File: config.mk
export PLATFORM = sky130hd
export DESIGN_NAME = request_address_encoder
export DESIGN_NICKNAME = d
export VERILOG_FILES = /design/src/rtl/ram_pkg.sv /design/src/rtl/rr_pick.sv /design/src/rtl/request_address_encoder.sv
export SDC_FILE = /design/constraint.sdc
export NUM_CORES = 1
export LEC_CHECK = 0
export CORE_UTILIZATION = 35
export CTS_CLUSTER_SIZE = 24
export DETAILED_ROUTE_END_ITERATION = 8
export SYNTH_ARGS = -nofsm -noshare
export SYNTH_HDL_FRONTEND = slang
export SYNTH_SLANG_ARGS = --single-unit
File: constraint.sdc
create_clock -name clk_i -period 2.19 [get_ports clk_i]
set_input_delay 0.657 -clock clk_i [delete_from_list [all_inputs] [get_ports clk_i]]
set_output_delay 0.657 -clock clk_i [all_outputs]
set_load 0.005 [all_outputs]
File: src/rtl/ram_pkg.sv
// Shared types and sizing for the 4x4 RAM address path.
package ram_pkg;

  typedef enum logic {
    IDLE = 1'b0,
    HOLD = 1'b1
  } state_e;

  localparam int unsigned RAM_WORDS  = 4;
  localparam int unsigned RAM_ADDR_W = 2;

  // Number of request lines a given encoded address width must cover.
  function automatic int unsigned req_lines_for(input int unsigned addr_w);
    return 32'(1) << addr_w;
  endfunction

endpackage

File: src/rtl/rr_pick.sv
// Combinational winner search: first set request at or above the start index, wrapping.
module rr_pick #(
  parameter int unsigned NUM_REQ = 4,
  parameter int unsigned ADDR_W  = 2
) (
  input  logic [NUM_REQ-1:0] req_i,
  input  logic [ADDR_W-1:0]  ptr_i,
  input  logic               rr_en_i,
  output logic [ADDR_W-1:0]  idx_o,
  output logic [NUM_REQ-1:0] onehot_o,
  output logic               any_o,
  output logic               multi_o
);

  logic [ADDR_W-1:0] start;
  logic [ADDR_W-1:0] cand;
  logic              found;

  always_comb begin
    start    = rr_en_i ? ptr_i : '0;
    cand     = '0;
    found    = 1'b0;
    idx_o    = '0;
    // Address arithmetic wraps naturally because NUM_REQ == 2**ADDR_W.
    for (int i = 0; i < NUM_REQ; i++) begin
      cand = start + ADDR_W'(i);
      if (!found && req_i[cand]) begin
        idx_o = cand;
        found = 1'b1;
      end
    end
    any_o    = |req_i;
    multi_o  = ($countones(req_i) > 1);
    onehot_o = '0;
    onehot_o[idx_o] = any_o;
  end

endmodule

File: src/rtl/request_address_encoder.sv
// Encodes one-hot-or-more RAM word requests into a held binary address + grant with valid/ready.
module request_address_encoder
  import ram_pkg::*;
#(
  parameter int unsigned NUM_REQ = RAM_WORDS,
  parameter int unsigned ADDR_W  = RAM_ADDR_W,
  parameter bit          RR_EN   = 1'b1
) (
  input  logic               clk_i,
  input  logic               rst_i,
  input  logic [NUM_REQ-1:0] req_i,
  input  logic               en_i,
  input  logic               ready_i,
  output logic               valid_o,
  output logic [ADDR_W-1:0]  addr_o,
  output logic [NUM_REQ-1:0] grant_o,
  output logic               multi_o
);

  localparam bit CFG_OK = (NUM_REQ == req_lines_for(ADDR_W));

  if (!CFG_OK) begin : g_bad_cfg
    $error("request_address_encoder: NUM_REQ must equal 2**ADDR_W");
  end

  state_e             state_q, state_d;
  logic [ADDR_W-1:0]  ptr_q, ptr_d;
  logic               valid_q, valid_d;
  logic [ADDR_W-1:0]  addr_q, addr_d;
  logic [NUM_REQ-1:0] grant_q, grant_d;
  logic               multi_q, multi_d;

  logic               accept;
  logic               load;
  logic [ADDR_W-1:0]  pick_ptr;
  logic [ADDR_W-1:0]  pick_idx;
  logic [NUM_REQ-1:0] pick_onehot;
  logic               pick_any;
  logic               pick_multi;

  assign accept = (state_q == HOLD) && ready_i;
  // A back-to-back load must search from the pointer updated by this accept.
  assign pick_ptr = accept ? ADDR_W'(addr_q + 1'b1) : ptr_q;
  assign load = en_i && pick_any && ((state_q == IDLE) || accept);

  rr_pick #(
    .NUM_REQ (NUM_REQ),
    .ADDR_W  (ADDR_W)
  ) u_pick (
    .req_i    (req_i),
    .ptr_i    (pick_ptr),
    .rr_en_i  (RR_EN),
    .idx_o    (pick_idx),
    .onehot_o (pick_onehot),
    .any_o    (pick_any),
    .multi_o  (pick_multi)
  );

  always_comb begin
    state_d = state_q;
    ptr_d   = ptr_q;
    valid_d = valid_q;
    addr_d  = addr_q;
    grant_d = grant_q;
    multi_d = multi_q;
    if (accept && RR_EN) begin
      ptr_d = pick_ptr;
    end
    if (load) begin
      state_d = HOLD;
      valid_d = 1'b1;
      addr_d  = pick_idx;
      grant_d = pick_onehot;
      multi_d = pick_multi;
    end else if (accept) begin
      state_d = IDLE;
      valid_d = 1'b0;
      addr_d  = '0;
      grant_d = '0;
      multi_d = 1'b0;
    end
  end

  always_ff @(posedge clk_i) begin
    if (rst_i) begin
      state_q <= IDLE;
      ptr_q   <= '0;
      valid_q <= 1'b0;
      addr_q  <= '0;
      grant_q <= '0;
      multi_q <= 1'b0;
    end else begin
      state_q <= state_d;
      ptr_q   <= ptr_d;
      valid_q <= valid_d;
      addr_q  <= addr_d;
      grant_q <= grant_d;
      multi_q <= multi_d;
    end
  end

  assign valid_o = valid_q;
  assign addr_o  = addr_q;
  assign grant_o = grant_q;
  assign multi_o = multi_q;

endmodule
# ---- Yosys cells after proc, flatten, opt, wreduce, memory -nomap -nowiden
# Index checks and enable logic that the tools add are counted.
# W data, S select, Z words.
dict set report op_classes {
  add_sub_neg 7
  magnitude_cmp 7
  mux 25
  bitwise_logic 2
  n_reduce_logical 13
}
# cell count
set ops {}
lappend ops {{$add A32 B32 Y32} 1}
lappend ops {{$gt A32 B2 Y1 const B} 1}
lappend ops {{$lt A2 B3 Y1 const B} 5}
lappend ops {{$mux W2} 7}
lappend ops {{$mux W1} 11}
lappend ops {{$bmux W1 S2} 4}
lappend ops {{$mux W4} 2}
lappend ops {{$logic_and A1 B1 Y1} 7}
lappend ops {{$add A1 B1 Y2} 2}
lappend ops {{$add A2 B1 Y2 const B} 2}
lappend ops {{$add A2 B2 Y2 const B} 2}
lappend ops {{$and A4 B4 Y4} 1}
lappend ops {{$reduce_or A4 Y1} 1}
lappend ops {{$logic_not A1 Y1} 3}
lappend ops {{$demux W1 S2} 1}
lappend ops {{$ge A2 B1 Y1 const B} 1}
lappend ops {{$reduce_bool A2 Y1} 1}
lappend ops {{$logic_or A1 B1 Y1} 1}
lappend ops {{$not A1 Y1} 1}
dict set report totals {
  register_bits 10
  in_bits 8
  output_inout_bits 8
}

# ---- Depth between registers and ports, before layout
# Gate-level depths: netlist of run 1.
dict set report depth {
  depth_word 20
  mapped_depth 8
  depth_no_buf 8
}

# ---- By module
# Synthesis of run 1 repeated with hierarchy kept, for this count alone.
dict set report hier_totals {
  hier_cells 84
  area_unflattened_um2 704.4
}
# mod n_inst cells_each area_per_inst_um2 seq_area_each_um2
set by_module_without_submodules {}
lappend by_module_without_submodules {request_address_encoder 1 32 364.1 200.2}
lappend by_module_without_submodules {rr_pick 1 52 340.3 0.0}

# ---- Worst setup path before layout of run 1
# OpenSTA, ideal clock, no wires.
dict set report synth_path {
  path_type {input to register}
  startpoint {input ready_i}
  endpoint {register grant_q[2] (netlist: grant_o[2])}
  setup_time_ns 0.117
  arrival_ns 1.765
  setup_slack_ns 0.308
  path_stages 6
  path_cell_list {and2_4 -> mux2i_2 -> a21oi_1 -> o32ai_4 -> nor3b_2 -> a22o_1}
}
dict set report synth_between {
  elab_chain_len 20
  word_cells_on_any_way 36
  cone_classes {add/sub (3); order compare (2); mux (19); bitwise (1); reduce/logical (11)}
}
# item line
set synth_lines {}
lappend synth_lines {{from (decl)} request_address_encoder.sv:13} ;# input logic ready_i,
lappend synth_lines {{$logic_and A1 B1 Y1 (*)} request_address_encoder.sv:41} ;# assign accept = (state_q == HOLD) && ready_i;
lappend synth_lines {{branches (longest 19 deep; another with $add A2 B1 Y2)} n/a}
lappend synth_lines {{to (signal assigned)} request_address_encoder.sv:97} ;# grant_q <= grant_d;
lappend synth_lines {{to (decl)} request_address_encoder.sv:30} ;# logic [NUM_REQ-1:0] grant_q, grant_d;
# Mark *: on every way between the ends. The select of a mux whose other input is x is not followed.
# A chain may end at the register's enable or synchronous reset.

# ---- Worst setup path after layout of run 1
dict set report layout_path {
  startpoint {input req_i[1]}
  endpoint {register multi_q (netlist: multi_o)}
}
dict set report layout_between {
  elab_chain_len 4
  word_cells_on_any_way 8
  cone_classes {add/sub (2); order compare (1); mux (1); reduce/logical (4)}
}
# item line
set layout_lines {}
lappend layout_lines {{from (decl)} request_address_encoder.sv:11} ;# input logic [NUM_REQ-1:0] req_i,
lappend layout_lines {{$add A1 B1 Y2 (implied by the code) / $reduce_or A4 Y1 (equally long branches)} {rr_pick.sv:33, rr_pick.sv:32}}
lappend layout_lines {{$add A32 B32 Y32 (implied by the code) / $logic_and A1 B1 Y1 (equally long branches)} {rr_pick.sv:33, request_address_encoder.sv:44}}
lappend layout_lines {{$gt A32 B2 Y1 / $logic_and A1 B1 Y1 (equally long branches)} {rr_pick.sv:33, request_address_encoder.sv:44}}
lappend layout_lines {{$mux W1 / $reduce_bool A2 Y1 (equally long branches)} n/a}
lappend layout_lines {{to (signal assigned)} request_address_encoder.sv:98} ;# multi_q <= multi_d;
lappend layout_lines {{to (decl)} request_address_encoder.sv:31} ;# logic multi_q, multi_d;
# Several ways; a longest one is shown, not always the timed one.

==> flow_metrics.tcl, run 1 <==
set metrics [dict create \
    status "completed" \
    via_per_inst 4.89 \
    yosys-top-cells-count "10 x dfxtp_1, 9 x nor2_1, 7 x inv_1" \
    portBuffers 15 \
    final_net_count 115 \
    ir_drop_v 0.000308 \
    grt_antenna_before_repair 0 \
    switching_share_pct 26.8 \
    crit_required_ns 2.35 \
    synth_largest_area_cell "dfxtp_1" \
    drtIter0Drc 7 \
    power_frac_seq_pct 39.2 \
    htree_levels 1 \
    leakagePower_nw 0.437 \
    clkTransAtPathRegs_ns 0.06 \
    hold_path_end "grant_o[2]" \
    rows 14 \
    p_sw_mw 0.138 \
    cts_buffers 3 \
    ys_warn_count 0 \
    slowest_stage "clkdlybuf4s50_1" \
    synth_fp_nets 81 \
    gp_congestion 0.780 \
    syn_to_final_growth_pct 55.8 \
    critical_path.cell_chain "clkdlybuf4s50_1 > inv_1 > ha_1 > nand2_1 > fa_1 > nand2_1 > a22oi_1 > nor2_1" \
    drtAntennaViolNets 0 \
    rr_worst_depth 7 \
    netlist-cell-type-count 26 \
    tightest_slew_ns 0.405 \
    grtUsageTotal_pct 17.3 \
    ios 16 \
    hold_path_depth 1 \
    core_region_area_um2 1580 \
    fillerInstances 141 \
    timing_worst_setup_path_type "primary input to register" \
    p_clk_share_pct 32.4 \
    synth_edf_count 0 \
    fin_skew_ns 0.000863 \
    cts.sinks 10 \
    dpl.hpwl_mm 1.14 \
    routed_wl_mm 1.47 \
    ys_seq_elements 10 \
    crit_fanout 2 \
    power_density_nw_per_um2 539 \
    grt_pass1_wl_mm 2.39 \
    dieHeight_um 43.9 \
    hold_viol_final 0 \
    ff2ff_setup_slack_ns 0.35 \
    cap_violations 0 \
    rsz0062_at_grt "false" \
    period_share_pct 95.9 \
    yosys.area.top_type_share_pct 32.6 \
    ys_seq_area_share_pct 32.6 \
    timing.rr.start "addr_o[0]" \
    ctsHoldBuffers 0 \
    root_buffer "clkbuf_4" \
    grt_pass1_vias 537 \
    power_frac_comb_pct 28.4 \
    hold_class "register to register" \
    cts_setup_buffers 0 \
    dieArea_um2 1930 \
    timing.rr.end "grant_o[0]" \
    drc_errors 0 \
    globalRouteOverflowTotal 0 \
    grt_max_degree 8 \
    arrival_ns 2.26 \
    num_vias 572 \
    max_freq_mhz 476 \
    worst_setup_path_end_kind "register" \
    slew_headroom_pct 72.9 \
    wl_per_cell_um 12.5 \
    synth-main-ff-cell "dfxtp_1" \
    maxSlewViolCount 0 \
    postSynth.asyncResetShare_pct 0 \
    min-delay-start "grant_o[2]" \
    cp-start-kind "primary input" \
    post-route-min-period_ns 2.10 \
    clockBufferDepth 2 \
    die_w_um 43.9 \
    p_total_mw 0.516 \
    avgSynthCellArea_um2 9.03 \
    diodes 0 \
    worstSkewPairLatency_ns 0.27 \
    whs_ns 0.490 \
    slowest_delay_ns 0.47 \
    drtPass1Iterations 4 \
    intPower_mw 0.378 \
    drive_above_1_share_pct 27.7 \
    yosysMostFrequentCell "dfxtp_1" \
    synth_cells 68 \
    finalSetupViolations 0 \
    cp_common_cell "nand2_1" \
    cts_tree "built" \
    synth.area.top_cells "dfxtp_1 33%, ha_1 8.1%, nor2_1 5.5%" \
    initial_core_util_pct 39.0 \
    syn_area_um2 614 \
]
-- registers in the layout, summed over array words and instances, names as in the netlist --
register and count:
grant_o 4, addr_o 2, ptr_q 2, multi_o 1
valid_o 1
-- critical path: cells and delay by family --
| kind | cells | cell delay, ns |
|---|---|---|
| compound gates | 1 | 0.14 |
| fa+ha+maj | 2 | 0.74 |
| buf+inv | 2 | 0.55 |
| simple gates | 3 | 0.15 |
-- kinds of logic (layout without fill, tap and decap cells) --
family          after synthesis  count (layout)  share of synthesized area (%)
simple gates                 27              27                           22.8
compound gates               14              14                           21.2
flops                        10              10                           32.6
buf+inv                       8              41                           5.09
fa+ha+maj                     5               5                           11.4
mux                           3               3                           5.50
xor+xnor                      1               1                           1.43
-- how the worst max path moves through the flow --
stage          startpoint    endpoint  slack, ns
5_1_grt          req_i[1]     multi_o      0.008
3_3_place_gp      ready_i  grant_o[0]      -0.30
4_1_cts           ready_i  grant_o[0]      0.004
2_1_floorplan     ready_i  grant_o[2]       0.31
6_report         req_i[1]     multi_o       0.09
3_5_place_dp      ready_i  grant_o[0]      -0.33
-- through the flow --
step	instance area [µm²]	setup TNS, ns	util, %	worst slack [ns]	cells
floorplan	614	0	-	0.308	68
global placement	892	-1.68	56.6	-0.297	113
detailed placement	892	-1.89	56.6	-0.326	113
CTS	950	0	60.2	0.00431	117
global route	957	0	60.7	0.00779	117
finish	957	0	60.7	0.0907	117
-- power by group through the flow --
stage               Clock (mW)  Sequential, mW  Combinational (mW)
finish                   0.167           0.202               0.146
CTS                      0.172           0.202               0.147
global placement             0           0.207               0.140
floorplan                    0           0.206              0.0670
detailed placement           0           0.206               0.140
global route             0.181           0.204               0.160
-- cell usage in the layout (no fill, tap or decap), drive strengths merged --
cell type and n:
nand2 6, and3 2, and2 1, fa 1, dlymetal6s2s 3, nor2b 2
nand2b 2, dfxtp 10, o221a 1, nor2 9, a211oi 1, buf 15
o32ai 1, mux2i 3, nand3b 1, ha 4, a211o 1, a32oi 2
or2b 1, nand3 2, a22o 2, a22oi 2, clkdlybuf4s50 12, nor3b 1
inv 7, a21oi 4, xor2 1, clkbuf 4
-- per-layer routing --
layer	vias up	global-route usage, %	part of all wire [%]
met5	-	0	0
met4	0	3.64	0.75
met3	2	7.08	5.0
met2	12	26.0	45
met1	258	23.5	49
li1	300	-	-
-- layout make-up --
cell class	instances	area, µm²	share of cell area, %
clock buffer	4	36.3	3.79
inverter	7	26.3	2.75
multi-input combinational	50	404	42.2
sequential	10	200	20.9
tap	16	20.0	2.09
timing repair buffer	30	270	28.2
-- repair_timing --
action                     4_1_cts  5_1_grt
gates resized for setup          4        3
setup endpoints to repair        3        6
cloned                           0        0
pin swaps                        1        1
(Power assumes the default switching activity.)
==> run 2: changes to the inputs <==
--- a/config.mk
+++ b/config.mk
@@ -5,9 +5,12 @@
 export SDC_FILE = /design/constraint.sdc
 export NUM_CORES = 1
 export LEC_CHECK = 0
-export CORE_UTILIZATION = 35
+export CELL_PAD_IN_SITES_DETAIL_PLACEMENT = 0
+export CELL_PAD_IN_SITES_GLOBAL_PLACEMENT = 1
+export CORE_UTILIZATION = 34
 export CTS_CLUSTER_SIZE = 24
 export DETAILED_ROUTE_END_ITERATION = 8
+export PLACE_DENSITY_LB_ADDON = 0.1
 export SYNTH_ARGS = -nofsm -noshare
 export SYNTH_HDL_FRONTEND = slang
 export SYNTH_SLANG_ARGS = --single-unit
==> flow_metrics.tcl, run 2 (synthesis gave the netlist of run 1 again) <==
set metrics [dict create \
    status "completed" \
    gp_congestion 0.835 \
    fin_area_um2 985 \
    globalRouteOverflowTotal 0 \
    ff2ff_setup_slack_ns 0.42 \
    diodes 0 \
    routed_wl_mm 1.47 \
    cp-start-kind "primary input" \
    ir_drop_v 0.000364 \
    htree_levels 1 \
    p_clk_share_pct 32.1 \
    post-route-min-period_ns 2.08 \
    root_buffer "clkbuf_4" \
    cts.sinks 10 \
    timing_worst_setup_path_type "primary input to register" \
    power_frac_comb_pct 28.9 \
    post-place-ws_ns -0.333 \
    placed_cells 123 \
    grt_antenna_before_repair 0 \
    drtIter0Drc 13 \
    p_sw_mw 0.137 \
    final_common_cell "buf_4" \
    clockBufferDepth 2 \
    grtUsageTotal_pct 18.3 \
    fin_skew_ns 0.00360 \
    cts_tree "built" \
    num_vias 599 \
    hold_viol_final 0 \
    via_per_inst 4.72 \
    met3_usage_pct 6.12 \
    dpl.hpwl_mm 1.18 \
    intPower_mw 0.382 \
    largest_reg_flops 4 \
    drtPass1Iterations 4 \
    cap_violations 0 \
    hold_class "register to register" \
    drc_errors 0 \
    slew_headroom_pct 78.5 \
    postPlaceCellArea_um2 917 \
    dieArea_um2 1980 \
    worstSkewPairLatency_ns 0.27 \
    final_cells 127 \
    rr_worst_depth 6 \
    switching_share_pct 26.5 \
    clkTransAtPathRegs_ns 0.07 \
    globalRoute.busiestLayer "met2" \
    crit_required_ns 2.35 \
    met2_usage_pct 28.5 \
    leakagePower_nw 0.445 \
    ios 16 \
    drtAntennaViolNets 0 \
    tightest_slew_ns 0.322 \
    dieHeight_um 44.5 \
    fin_setup_tns_ns 0 \
    syn_to_final_growth_pct 60.3 \
    cts_setup_buffers 0 \
    rsz0062_at_grt "false" \
    wl_per_cell_um 11.6 \
    fillerInstances 144 \
    initial_core_util_pct 38.5 \
    whs_ns 0.480 \
    die_w_um 44.5 \
    post-route-worst-setup-slack_ns 0.113 \
    power_frac_seq_pct 39.0 \
    arrival_ns 2.23 \
    ctsHoldBuffers 0 \
    core_region_area_um2 1590 \
    mostFrequentLayoutCells "17 x buf_4, 12 x clkdlybuf4s50_1, 10 x dfxtp_1" \
    final_net_count 117 \
    grt_pass1_vias 596 \
    maxSlewViolCount 0 \
    max_freq_mhz 481 \
    power_density_nw_per_um2 527 \
    hold_path_depth 1 \
    grt_pass1_wl_mm 2.64 \
    met1_usage_pct 24.8 \
    portBuffers 15 \
    period_share_pct 94.8 \
    finalSetupViolations 0 \
    drive_above_1_share_pct 30.1 \
    worst_setup_path_end_kind "register" \
    grt_max_degree 8 \
    cts_buffers 3 \
    rows 14 \
    crit_fanout 2 \
]
[run 2: final timing paths]
kind,start,end
max,req_i[1],multi_o
max reg2reg,addr_o[0],grant_o[2]
min reg2reg,grant_o[3],grant_o[3]
min,grant_o[3],grant_o[3]
[run 2: final cells by class]
| class | count | area (µm²) | area share [%] |
|---|---|---|---|
| sequential | 10 | 200 | 20.3 |
| timing repair buffer | 32 | 285 | 29.0 |
| inverter | 7 | 26.3 | 2.67 |
| multi-input combinational | 50 | 407 | 41.3 |
| clock buffer | 4 | 36.3 | 3.68 |
| tap | 24 | 30.0 | 3.05 |
[run 2: power groups by stage]
| stage | logic [mW] | registers (mW) | clock network, mW |
|---|---|---|---|
| 4_1_cts | 0.152 | 0.203 | 0.170 |
| 2_1_floorplan | 0.0670 | 0.206 | 0 |
| 5_1_grt | 0.165 | 0.204 | 0.180 |
| 3_5_place_dp | 0.144 | 0.207 | 0 |
| 3_3_place_gp | 0.144 | 0.207 | 0 |
| 6_report | 0.150 | 0.203 | 0.166 |
[run 2: per-stage QoR]
| step | power, mW | utilization (%) |
|---|---|---|
| final | 0.519 | 61.8 |
| after global routing | 0.550 | 61.8 |
| after CTS | 0.524 | 61.1 |
| after detailed placement | 0.351 | 57.5 |
| after global placement | 0.351 | 57.5 |
| after floorplan | 0.273 | - |
[run 2: timing repair]
| action | 4_1_cts | 5_1_grt |
|---|---|---|
| setup endpoints to repair | 4 | 6 |
| gates cloned | 0 | 0 |
| pin swaps | 1 | 2 |
| resized for setup | 4 | 4 |
[run 2: per-layer routing]
metal	routed length (µm)	part of all wire, %
met3	118	8.0
met4	0	0
met2	685	47
met5	0	0
met1	668	45
[run 2: critical path: stages]
cell,delay [ns]
clkdlybuf4s50_1,0.48
inv_1,0.06
ha_1,0.26
nand2_1,0.05
fa_1,0.48
nand2_1,0.05
a22oi_1,0.13
nor2_1,0.05
==> run 3: changes to the inputs <==
--- a/config.mk
+++ b/config.mk
@@ -11,6 +11,7 @@
 export CTS_CLUSTER_SIZE = 24
 export DETAILED_ROUTE_END_ITERATION = 8
 export PLACE_DENSITY_LB_ADDON = 0.1
+export REMOVE_ABC_BUFFERS = 1
 export SYNTH_ARGS = -nofsm -noshare
 export SYNTH_HDL_FRONTEND = slang
 export SYNTH_SLANG_ARGS = --single-unit
==> flow_metrics.tcl, run 3 (synthesis gave the netlist of run 1 again) <==
set metrics [dict create \
    ios 16 \
    fillerInstances 146 \
    cts_tree "built" \
    tightest_slew_ns 0.343 \
    ctsHoldBuffers 0 \
    timing.rr.start "addr_o[0]" \
    fin_skew_ns 0.00844 \
    cp-start-kind "primary input" \
    hold_viol_final 0 \
    diodes 0 \
    timing_worst_setup_path_type "primary input to register" \
    htree_levels 1 \
    cap_violations 0 \
    drc_errors 0 \
    p_sw_mw 0.130 \
    grtUsageTotal_pct 17.1 \
    slew_headroom_pct 77.0 \
    grt_max_degree 8 \
    final_net_count 116 \
    switching_share_pct 25.5 \
    hold_path_end "grant_o[2]" \
    clockBufferDepth 2 \
    slowest_stage "fa_1" \
    largest_reg_flops 4 \
    min-delay-start "grant_o[2]" \
    mostFrequentLayoutCells "16 x buf_4, 12 x clkdlybuf4s50_1, 10 x dfxtp_1" \
    worstSkewPairLatency_ns 0.26 \
    dieArea_um2 1980 \
    core_region_area_um2 1590 \
    power_frac_comb_pct 29.0 \
    p_clk_share_pct 31.3 \
    leakagePower_nw 0.433 \
    max_freq_mhz 482 \
    root_buffer "clkbuf_4" \
    final_cells 126 \
    critical_path.cell_chain "clkdlybuf4s50_1 > inv_1 > ha_1 > nand2_1 > fa_1 > nand2_1 > a22oi_1 > nor2_1" \
    globalRouteOverflowTotal 0 \
    syn_to_final_growth_pct 58.0 \
    grt_pass1_vias 563 \
    cts.sinks 10 \
    drtPass1Iterations 4 \
    placed_cells 122 \
    cp_common_cell "nand2_1" \
    routed_wl_mm 1.40 \
    drtAntennaViolNets 0 \
    die_w_um 44.5 \
    rr_worst_depth 6 \
    ff2ff_setup_slack_ns 0.34 \
    timing.rr.end "grant_o[3]" \
    initial_core_util_pct 38.5 \
    gp_congestion 0.781 \
    critical-path-top-delay-family "adder cells" \
    grt_pass1_wl_mm 2.46 \
    maxSlewViolCount 0 \
    final_common_cell "buf_4" \
    crit_buf_inv 2 \
    hold_path_depth 1 \
    status "completed" \
    period_share_pct 94.8 \
    drtIter0Drc 14 \
    finalSetupViolations 0 \
    dieHeight_um 44.5 \
    grt_antenna_before_repair 0 \
    arrival_ns 2.23 \
    worst_setup_path_end_kind "register" \
    rows 14 \
    rsz0062_at_grt "false" \
    slowest_delay_ns 0.48 \
    power_density_nw_per_um2 526 \
    cts_buffers 3 \
    intPower_mw 0.380 \
    power_frac_seq_pct 39.8 \
    post-route-min-period_ns 2.08 \
    crit_fanout 2 \
    ir_drop_v 0.000505 \
    crit_required_ns 2.34 \
    num_vias 588 \
    portBuffers 15 \
    wl_per_cell_um 11.1 \
    drive_above_1_share_pct 29.4 \
    whs_ns 0.483 \
    hold_class "register to register" \
    clkTransAtPathRegs_ns 0.07 \
    dpl.hpwl_mm 1.17 \
    via_per_inst 4.67 \
]
==> run 3: metrics by stage <==
step / TNS, ns / util [%] / setup slack [ns] / cell area [µm²] / total power [mW]
after floorplan: 0 / - / 0.308 / 609 / 0.270
after global placement: -1.72 / 57.1 / -0.291 / 910 / 0.349
after detailed placement: -2.02 / 57.1 / -0.349 / 910 / 0.350
after CTS: 0 / 60.6 / 0.0395 / 966 / 0.518
after global routing: 0 / 60.9 / 0.000723 / 971 / 0.545
final: 0 / 60.9 / 0.114 / 971 / 0.510
==> run 3: routing by layer <==
layer  up-vias  global-route usage [%]  share of wire, %
met5         -                       0                 0
met4         0                    3.64                 0
met3         0                    6.12               5.4
met2        14                    25.6                43
met1       269                    23.8                51
li1        305                       -                 -
==> run 3: how the worst max path moves through the flow <==
| stage | from | end | depth (start not counted) |
|---|---|---|---|
| after global placement | ready_i | grant_o[0] | 7 |
| after detailed placement | ready_i | grant_o[0] | 7 |
| final | req_i[1] | multi_o | 8 |
| after global routing | req_i[1] | multi_o | 8 |
| after floorplan | ready_i | grant_o[2] | 6 |
| after CTS | req_i[2] | multi_o | 8 |
==> run 3: what timing repair did <==
item,4_1_cts,5_1_grt
buffers inserted,0,0
setup endpoints to repair,4,1
pin swaps,1,0
gates resized for setup,5,3
==> run 3: layout make-up <==
class / count / area [µm²] / share of cell area, %
clock buffer: 4 / 36.3 / 3.74
inverter: 7 / 26.3 / 2.71
multi-input combinational: 50 / 404 / 41.6
sequential: 10 / 200 / 20.6
tap: 24 / 30.0 / 3.09
timing repair buffer: 31 / 274 / 28.2
==> run 3: power groups by stage <==
stage	Combinational [mW]	Clock, mW	Sequential [mW]
detailed placement	0.143	0	0.207
CTS	0.150	0.166	0.203
floorplan	0.0645	0	0.206
global placement	0.142	0	0.207
global route	0.163	0.178	0.204
finish	0.148	0.160	0.203
==> run 3: worst reg2reg max path: stages, from the launching register on <==
cell     delay [ns]
dfxtp_1        0.44
xor2_1         0.34
mux2i_4        0.15
and3_4         0.20
o32ai_4        0.29
nor3b_2        0.09
a22o_1         0.24
